File: src/rtl/gray_stream_decoder.sv
// Gray-coded count stream receiver: decodes each accepted word to binary through
// one output register stage and flags any word that is not the previous value + 1.
module gray_stream_decoder #(
  parameter int WIDTH = 4,
  parameter int ERR_W = 8
) (
  input  logic             clk,
  input  logic             rst,
  input  logic             in_valid,
  output logic             in_ready,
  input  logic [WIDTH-1:0] in_gray,
  input  logic             resync,
  output logic             out_valid,
  input  logic             out_ready,
  output logic [WIDTH-1:0] out_bin,
  output logic             step_err,
  output logic [ERR_W-1:0] err_count
);

  localparam logic [WIDTH-1:0] BIN_ONE = {{(WIDTH-1){1'b0}}, 1'b1};
  localparam logic [ERR_W-1:0] ERR_ONE = {{(ERR_W-1){1'b0}}, 1'b1};
  localparam logic [ERR_W-1:0] ERR_MAX = {ERR_W{1'b1}};

  function automatic logic [WIDTH-1:0] gray2bin(input logic [WIDTH-1:0] g);
    logic [WIDTH-1:0] b;
    b[WIDTH-1] = g[WIDTH-1];
    for (int i = WIDTH - 2; i >= 0; i--) begin
      b[i] = b[i+1] ^ g[i];
    end
    return b;
  endfunction

  logic             out_valid_q, out_valid_d;
  logic [WIDTH-1:0] out_bin_q,   out_bin_d;
  logic             step_err_q,  step_err_d;
  logic [ERR_W-1:0] err_count_q, err_count_d;
  logic             have_prev_q, have_prev_d;
  logic [WIDTH-1:0] prev_bin_q,  prev_bin_d;

  logic             accept_s;
  logic [WIDTH-1:0] decoded_s;
  logic [WIDTH-1:0] expect_s;

  assign in_ready  = !out_valid_q || out_ready;
  assign accept_s  = in_valid && in_ready;
  assign decoded_s = gray2bin(in_gray);
  assign expect_s  = prev_bin_q + BIN_ONE;

  // Next-state: load on accept, drain when consumed, otherwise hold.
  always_comb begin
    out_valid_d = out_valid_q;
    out_bin_d   = out_bin_q;
    step_err_d  = step_err_q;
    err_count_d = err_count_q;
    have_prev_d = have_prev_q;
    prev_bin_d  = prev_bin_q;
    if (accept_s) begin
      out_valid_d = 1'b1;
      out_bin_d   = decoded_s;
      // A coincident resync means this word starts a fresh sequence.
      step_err_d  = have_prev_q && !resync && (decoded_s != expect_s);
      prev_bin_d  = decoded_s;
      have_prev_d = 1'b1;
      if (step_err_d && (err_count_q != ERR_MAX)) begin
        err_count_d = err_count_q + ERR_ONE;
      end else begin
        err_count_d = err_count_q;
      end
    end else begin
      if (out_ready) begin
        out_valid_d = 1'b0;
      end else begin
        out_valid_d = out_valid_q;
      end
      if (resync) begin
        have_prev_d = 1'b0;
      end else begin
        have_prev_d = have_prev_q;
      end
    end
  end

  // State registers with synchronous reset.
  always_ff @(posedge clk) begin
    if (rst) begin
      out_valid_q <= 1'b0;
      out_bin_q   <= {WIDTH{1'b0}};
      step_err_q  <= 1'b0;
      err_count_q <= {ERR_W{1'b0}};
      have_prev_q <= 1'b0;
      prev_bin_q  <= {WIDTH{1'b0}};
    end else begin
      out_valid_q <= out_valid_d;
      out_bin_q   <= out_bin_d;
      step_err_q  <= step_err_d;
      err_count_q <= err_count_d;
      have_prev_q <= have_prev_d;
      prev_bin_q  <= prev_bin_d;
    end
  end

  assign out_valid = out_valid_q;
  assign out_bin   = out_bin_q;
  assign step_err  = step_err_q;
  assign err_count = err_count_q;

endmodule

File: config.mk
export PLATFORM = sky130hd
export DESIGN_NAME = gray_stream_decoder
export DESIGN_NICKNAME = d
export VERILOG_FILES = /design/src/rtl/gray_stream_decoder.sv
export SDC_FILE = /design/constraint.sdc
export NUM_CORES = 1
export LEC_CHECK = 0
export CORE_ASPECT_RATIO = 1.1
export CORE_MARGIN = 3
export CORE_UTILIZATION = 41
export CTS_CLUSTER_DIAMETER = 60
export DETAILED_ROUTE_END_ITERATION = 12
export HOLD_SLACK_MARGIN = 0.12
export PLACE_DENSITY = 0.73
export REMOVE_ABC_BUFFERS = 1
export SLEW_MARGIN = 20
export SYNTH_ARGS = -nofsm -noshare
export SYNTH_HDL_FRONTEND = slang
export SYNTH_SLANG_ARGS = --single-unit
File: constraint.sdc
create_clock -name clk -period 2.2 [get_ports clk]
set_input_delay 0.44 -clock clk [delete_from_list [all_inputs] [get_ports clk]]
set_output_delay 0.44 -clock clk [all_outputs]
set_load 0.01 [all_outputs]
# After elaboration in Yosys (flattened, before gate mapping)
# Cells that the tools add are included.
[classes]
n_addsub = 2
eq_ne = 2
n_mux = 4
bitwise_logic = 3
n_reduce_logical = 10
[ops]
columns = ["operator", "n"]
rows = [
  ["$add 8x1->8 const B", 1],
  ["$ne 8x8->1 const B", 1],
  ["$add 4x1->4 const B", 1],
  ["$logic_and 1x1->1", 4],
  ["$mux 1", 4],
  ["$ne 4x4->1", 1],
  ["$reduce_bool 2->1", 2],
  ["$xor 1x1->1", 3],
  ["$logic_not 1->1", 2],
  ["$reduce_and 2->1", 1],
  ["$logic_or 1x1->1", 1],
]
[totals]
regBits = 15
input_bits = 9
out_inout_bits = 15
elab_cells = 26

# Longest topological paths before layout
# Gate-level depths: netlist of the first run.
[logic_depth]
word_depth = 7
depth_mapped = 6
depth_no_buf = 6

# Worst setup path after synthesis of the first run
# No wires, ideal clock.
[synth_path]
path_kind = "input port to flip-flop"
startpoint = "input port in_gray[3]"
endpoint = "register err_count_q[4], in the netlist err_count[4]"
setup_ns = 0.123
arrival_time_ns = 2.022
slack_ns = 0.055
stages = 5
cell_sequence = "xor3_2 -> or3_4 -> a211oi_4 -> nor3_1 -> mux2_1"
[synth_between]
elab_chain_cells = 7
[synth_lines]
columns = ["element", "line", "rtl"]
rows = [
  ["start: declaration", "11", "input logic [WIDTH-1:0] in_gray,"],
  ["$xor 1x1->1 (3 in a row)", "28", "b[i] = b[i+1] ^ g[i];"],
  ["$ne 4x4->1 *", "61", "step_err_d = have_prev_q && !resync && (decoded_s != expect_s);"],
  ["$logic_and 1x1->1 *", "61", ""],
  ["$logic_and 1x1->1 *", "64", "if (step_err_d && (err_count_q != ERR_MAX)) begin"],
  ["$reduce_and 2->1 (no line) *", "-", ""],
  ["end signal: assignment", "89", "err_count_q <= {ERR_W{1'b0}};"],
  ["end signal: assignment", "96", "err_count_q <= err_count_d;"],
  ["end: declaration", "36", "logic [ERR_W-1:0] err_count_q, err_count_d;"],
]
# Mark *: on every way between the ends. The rest lies on a longest branch, timed or not.
# A chain may end at the register's enable or synchronous reset.

# Worst setup path in the final report of the first run
# Same ends and word-level chain as after synthesis.

==> reports/summary.txt, run 1 <==
Family with the most delay on the worst path -> simple AND/OR/NAND/NOR gates
Worst hold stages -> 2
Critical-path maximum fanout -> 5
Post-detailed-route count of antenna-violating nets -> 0
Req. time, crit path -> 2.38 ns
Clk_lat worst skew -> 0.29 ns
Largest stage delay, worst path -> 0.42 ns
Tot Pwr -> 605 uW
Pwr/cell area -> 488 nW/um^2
Fin crit share -> 97.3%
Synth area leader -> dfxtp_1
Via-to-Cell Ratio -> 5.00
Reg area -> 300 um^2
Fin. max-slew vios -> 0
Leak Pwr -> 0.486 nW
Residual DRC count -> 0
R2R Path Start -> prev_bin_q[0]
Fmax -> 0.467 GHz
DP HPWL -> 1430 um
Initial antenna violation count -> 0
Share of layout cells above drive strength 1 -> 22.0%
# setup viols final -> 0
Clock buffers created by TritonCTS -> 3
Layout Area Growth over Synthesis -> 48.2%
Part of the Yosys area used for sequential elements -> 35.9%
Most frequent cell after synthesis -> dfxtp_1
Initial Utilization -> 44.9%
Synth Flop Type -> dfxtp_1
Levels on crit path -> 7
Detailed-route via count -> 795
I/O Pins -> 24
Hold_sp -> step_err
PnR worst setup slack -> 0.0600 ns
Worst path cell trace -> dlygate4sd2_1 > xor3_2 > or3_4 > a211oi_4 > buf_6 > nor3_1 > mux2_1
GPL Wtd Cong -> 0.811
Worst-path clk slew -> 0.09 ns
Yosys reg bits -> 15
Vias in the first global route -> 818
Hold crit path type -> reg2reg
Slew at the pin closest to its max-slew limit -> 0.446 ns
PortBufs -> 23
Reg2reg path depth -> 7
Post-Layout Inst Area -> 1240 um^2
Outcome -> finished clean
Hold Path Sink -> step_err
Max stage delay cell, worst path -> or3_4
Pre-CTS setup slack -> -0.471 ns
Ys async rst share -> 0%
Final wirelength -> 1920 um
Hold_ws -> 0.467 ns
Routed WL per cell -> 12.1 um
H-tree Lvls -> 1
Final Hold Fails -> 0
CP Launch Type -> input pin
Top cells by area, synth -> dfxtp_1 36%, a21oi_1 6.0%, nand3_1 5.4%
Iter 0 DRT Violations -> 2
RSZ-0062 raised after global routing -> false
Core area -> 1860 um^2
Multi-input gate area -> 544 um^2
Filler Cell Count -> 165
DIE AREA -> 2620 um^2
Worst reg2reg path endpoint -> err_count[5]
Height of the die -> 53.4 um
CTS Buffer Depth -> 2
Clock sink count -> 15
CP arrival -> 2.32 ns
Maximum VDD drop -> 0.000316 V
CP Class -> in2reg
Clock Skews -> 0.00916 ns
Largest net degree at the start of global routing -> 14
R2r setup slk -> 0.14 ns
Diode count -> 0
Gr ovfl total -> 0
Area after DPL -> 1160 um^2
Post-synthesis cell type count -> 30
Syn Inst Count -> 96
Nets -> 144
CTS Hold Bufs -> 0
Root Driver -> clkbuf_4
CTS tree -> done
Rows -> 16
CP Capture Type -> flip-flop
GRT Overall Usage -> 16.7%
Slew margin rel. -> 70.2%
Post-Synthesis Cell Area -> 836 um^2
Synth Area per Inst -> 8.71 um^2
Max Cap Violations -> 0
Synth Warn # -> 0
Final min period -> 2.14 ns
Die width -> 49.1 um
Commonest cells in the netlist -> 15 x dfxtp_1, 10 x a21oi_1, 9 x nand3_1
CP Buf/Inv Count -> 2
Drt pass-1 iters -> 4
First-pass GRT wire length -> 3320 um
Top-area cell type share of the netlist area -> 35.9%
Number of flops mapped to enable cells by yosys -> 0
[metrics by stage]
stage                     setup TNS, ns  instances  utilization, %
after floorplan                       0         93               -
after global placement            -3.36        153            62.5
after detailed placement          -3.74        153            62.5
after CTS                             0        159            66.5
after global routing                  0        159            66.5
final                                 0        159            66.5
[worst min-delay path: stages, from the launching register on]
cell and delay [ns]:
dfxtp_1 0.32, nand2_1 0.05, a21oi_1 0.06
[state kept, by name, indices dropped and copies added, names as in the netlist]
signal,flops
err_count,8
prev_bin_q,4
have_prev_q,1
out_valid,1
step_err,1
[metal layers]
metal	GRT usage, %	routed length [um]	part of all wire, %
met1	17.7	867	45
met2	31.0	924	48
met3	4.23	85	4.4
met4	8.53	46	2.4
met5	0	0	0
[how the worst max path moves through the flow]
stage / from / end
4_1_cts: in_gray[2] / err_count[4]
6_report: in_gray[3] / err_count[4]
3_5_place_dp: in_gray[3] / err_count[5]
3_3_place_gp: in_gray[3] / err_count[3]
2_1_floorplan: in_gray[3] / err_count[4]
5_1_grt: in_gray[3] / err_count[6]
[logic make-up after synthesis]
family	Yosys count	share of synthesized area, %
xor+xnor	8	10.3
buf+inv	7	3.14
compound gates	16	13.3
simple gates	43	27.2
fa+ha+maj	2	2.99
flops	15	35.9
mux	5	7.04
[layout make-up]
| class | instances | area share, % |
|---|---|---|
| sequential | 15 | 24.2 |
| clock inverter | 1 | 0.404 |
| inverter | 4 | 1.21 |
| multi-input combinational | 74 | 43.9 |
| tap | 27 | 2.73 |
| clock buffer | 3 | 1.82 |
| timing repair buffer | 35 | 25.7 |
[power by group]
group	total [mW]	switching [mW]	internal, mW
clock	0.162	0.0944	0.0676
combinational	0.152	0.0666	0.0853
sequential	0.291	0.00953	0.281
total	0.605	0.171	0.434
[cells in the final DEF, fill, tap and decap left out, types with 3 or more instances in the layout]
master / Yosys / routed
nand2_1: 8 / 8
inv_1: 4 / 4
nor2_1: 7 / 7
nand3_1: 9 / 8
xnor2_1: 5 / 3
dlygate4sd2_1: 0 / 3
nor3_1: 3 / 3
a21oi_1: 10 / 10
buf_4: 0 / 10
clkdlybuf4s50_1: 0 / 20
clkbuf_4: 0 / 3
dfxtp_1: 15 / 15
nor2b_1: 5 / 5
mux2_1: 3 / 3
[timing repair]
action	in CTS	in global routing
resized for setup	9	0
pin swaps	4	1
setup buffers	1	0
gates cloned	1	0
endpoints found under the setup margin	9	3
Note: power is estimated with default switching activity, not from simulation.
==> run 2, diff against run 1 <==
- CORE_UTILIZATION: 41 -> 46
- PLACE_DENSITY: 0.73 -> 0.78
- SKIP_LAST_GASP: default -> 1
- clock period: 2.2 -> 2.4 ns (I/O delays scaled with it)
==> run 2 against run 1 <==
Register-to-register slack better by 0.24 ns. Die area is 9.6% lower. Clock-buffer cell count stayed put. Clock power is 12% lower. Setup slack better by 0.12 ns. First-iteration DRC count grew to 5.0 times the previous value. Clock skew is 0.0079 ns lower. Utilization is 9.4 points higher. Total power is 8.8% lower. Non-clock buffer count stayed put. Sequential share of layout area hardly changed. Hold slack worse by 0.0032 ns. Critical path type unchanged. Largest cell class unchanged. Largest power group unchanged.
==> reports/summary.txt, run 2 (same netlist as run 1, synthesis figures left out) <==
R2R Path Start -> prev_bin_q[0] (unchanged)
Iter 0 DRT Violations -> 10 (was 2)
CP arrival -> 2.39 ns (was 2.32 ns)
Hold crit path type -> reg2reg (unchanged)
# setup viols final -> 0 (unchanged)
Flop pwr share -> 48.4% (was 48.1%)
Gate power share -> 25.6% (was 25.1%)
GPL Wtd Cong -> 0.804 (was 0.811)
Post-Layout Cell Count -> 149 (was 159)
Fin. max-slew vios -> 0 (unchanged)
Tot Pwr -> 551 uW (was 605 uW)
Power share of the clock group -> 26.0% (was 26.8%)
Worst path cell trace -> clkdlybuf4s50_1 > xor3_2 > or3_4 > a211oi_4 > buf_6 > nor3b_1 > mux2_1 (was dlygate4sd2_1 > xor3_2 > or3_4 > a211oi_4 > buf_6 > nor3_1 > mux2_1)
Hold_sp -> step_err (unchanged)
PortBufs -> 23 (unchanged)
Nets -> 144 (unchanged)
Max reg flops -> 8 (unchanged)
Largest stage delay, worst path -> 0.46 ns (was 0.42 ns)
CP Capture Type -> flip-flop (unchanged)
CP Class -> in2reg (unchanged)
Die width -> 46.6 um (was 49.1 um)
Share of layout cells above drive strength 1 -> 22.7% (was 22.0%)
RSZ-0062 raised after global routing -> false (unchanged)
H-tree Lvls -> 1 (unchanged)
Fmax -> 0.451 GHz
Max Cap Violations -> 0 (unchanged)
Filler Cell Count -> 123 (was 165)
First-pass GRT wire length -> 3310 um (was 3320 um)
Req. time, crit path -> 2.57 ns (was 2.38 ns)
Max stage delay cell, worst path -> clkdlybuf4s50_1 (was or3_4)
Switching portion of total power -> 27.7% (was 28.2%)
Clock buffers created by TritonCTS -> 3 (unchanged)
Residual DRC count -> 0 (unchanged)
Diode count -> 0 (unchanged)
Clock Skews -> 0.00122 ns (was 0.00916 ns)
Largest net degree at the start of global routing -> 13 (was 14)
Clock sink count -> 15 (unchanged)
CP Launch Type -> input pin (unchanged)
CP Buf/Inv Count -> 2 (unchanged)
Gr ovfl total -> 0 (unchanged)
Outcome -> finished clean (unchanged)
Most frequent cells in the layout -> 21 x clkdlybuf4s50_1, 15 x dfxtp_1, 11 x buf_4 (was 20 x clkdlybuf4s50_1, 15 x dfxtp_1, 10 x a21oi_1, 10 x buf_4)
Fin crit share -> 92.5%
Commonest non-fill, non-tap cell in the layout -> clkdlybuf4s50_1 (unchanged)
Initial antenna violation count -> 0 (unchanged)
Net switching power -> 153 uW (was 171 uW)
Maximum VDD drop -> 0.000357 V (was 0.000316 V)
Post-detailed-route count of antenna-violating nets -> 0 (unchanged)
Core area -> 1630 um^2 (was 1860 um^2)
Drt pass-1 iters -> 4 (unchanged)
Critical-path maximum fanout -> 8 (was 5)
Family with the most delay on the worst path -> buffers and inverters (was simple AND/OR/NAND/NOR gates)
Clk_lat worst skew -> 0.28 ns (was 0.29 ns)
Post-Layout Inst Area -> 1240 um^2 (about the same)
Internal power -> 399 uW (was 434 uW)
Slew margin rel. -> 70.0% (was 70.2%)
Vias in the first global route -> 766 (was 818)
Routed WL per cell -> 13.2 um (was 12.1 um)
Slew at the pin closest to its max-slew limit -> 0.448 ns (was 0.446 ns)
I/O Pins -> 24 (unchanged)
Layout Area Growth over Synthesis -> 48.4% (was 48.2%)
Placed Instances -> 144 (was 153)
Detailed-route via count -> 801 (was 795)
CTS tree -> done (unchanged)
Leak Pwr -> 0.493 nW (was 0.486 nW)
Via-to-Cell Ratio -> 5.38 (was 5.00)
Area after DPL -> 1160 um^2 (about the same)
Final Hold Fails -> 0 (unchanged)
DP HPWL -> 1450 um (was 1430 um)
Worst Setup SP -> in_gray[1] (was in_gray[3])
Pwr/cell area -> 445 nW/um^2 (was 488 nW/um^2)
Root Driver -> clkbuf_4 (unchanged)
DIE AREA -> 2360 um^2 (was 2620 um^2)
CTS Hold Bufs -> 0 (unchanged)
Initial Utilization -> 51.2% (was 44.9%)
Final wirelength -> 1960 um (was 1920 um)
Rows -> 15 (was 16)
Worst-path clk slew -> 0.09 ns (about the same)
Height of the die -> 50.7 um (was 53.4 um)
CTS Buffer Depth -> 2 (unchanged)
Final min period -> 2.22 ns
GRT Overall Usage -> 18.8% (was 16.7%)
==> run 2: changes by cell type in the layout (fill, tap and decap cells not counted), sizes merged <==
cell,before,now
dlymetal6s2s,0,1
clkdlybuf4s50,20,21
dlygate4sd2,3,1
==> run 2: power groups by stage <==
stage               registers (mW)  clock network, mW  logic, mW
floorplan                    0.274                  0     0.0605
global placement             0.272                  0      0.123
detailed placement           0.272                  0      0.127
CTS                          0.266              0.149      0.134
global route                 0.268              0.158      0.154
finish                       0.267              0.143      0.141
==> run 2: path summary, 6_finish.rpt <==
kind	endpoint	slack, ns	cells after the start
max reg2reg	err_count[5]	0.38	7
min reg2reg	step_err	0.46	2
max	err_count[3]	0.18	7
min	step_err	0.46	2
==> run 2: worst register-to-register path, stage by stage (launching register included) <==
cell and delay (ns):
dfxtp_1 0.37, ha_1 0.23, xnor2_1 0.22, xnor2_2 0.16, a211oi_4 0.05, buf_6 0.14
or4_2 0.63, a21oi_1 0.15
==> run 2: final cells by class <==
| class | count | area (um^2) | area share, % |
|---|---|---|---|
| flip-flops and latches | 15 | 300 | 24.2 |
| inverters | 4 | 15.0 | 1.21 |
| repair buffers | 35 | 325 | 26.2 |
| multi-input cells | 74 | 551 | 44.4 |
| clock inverters | 1 | 5.00 | 0.404 |
| well taps | 17 | 21.3 | 1.72 |
| clock buffers | 3 | 22.5 | 1.82 |
==> run 2: layer usage <==
layer	GRT usage [%]	part of all wire (%)	vias to the layer above
li1	-	-	407
met1	26.5	46	374
met2	29.6	50	20
met3	3.23	3.6	0
met4	4.15	0	0
met5	0	0	-
==> run 2: stage by stage <==
step	hold WS [ns]	util, %	setup TNS [ns]	setup slack [ns]
after global placement	0.447	71.0	-1.86	-0.322
after global routing	0.496	75.9	0	0.124
after CTS	0.467	74.3	0	0.00107
after detailed placement	0.453	71.0	-2.09	-0.379
final	0.464	75.9	0	0.181
after floorplan	0.474	-	0	0.215
==> run 2: timing repair <==
| action | CTS | global route |
|---|---|---|
| pin swaps | 3 | 3 |
| buffers inserted | 0 | 1 |
| endpoints found under the setup margin | 1 | 4 |
| resized for setup | 5 | 5 |
| endpoints found under the hold margin | 0 | 0 |
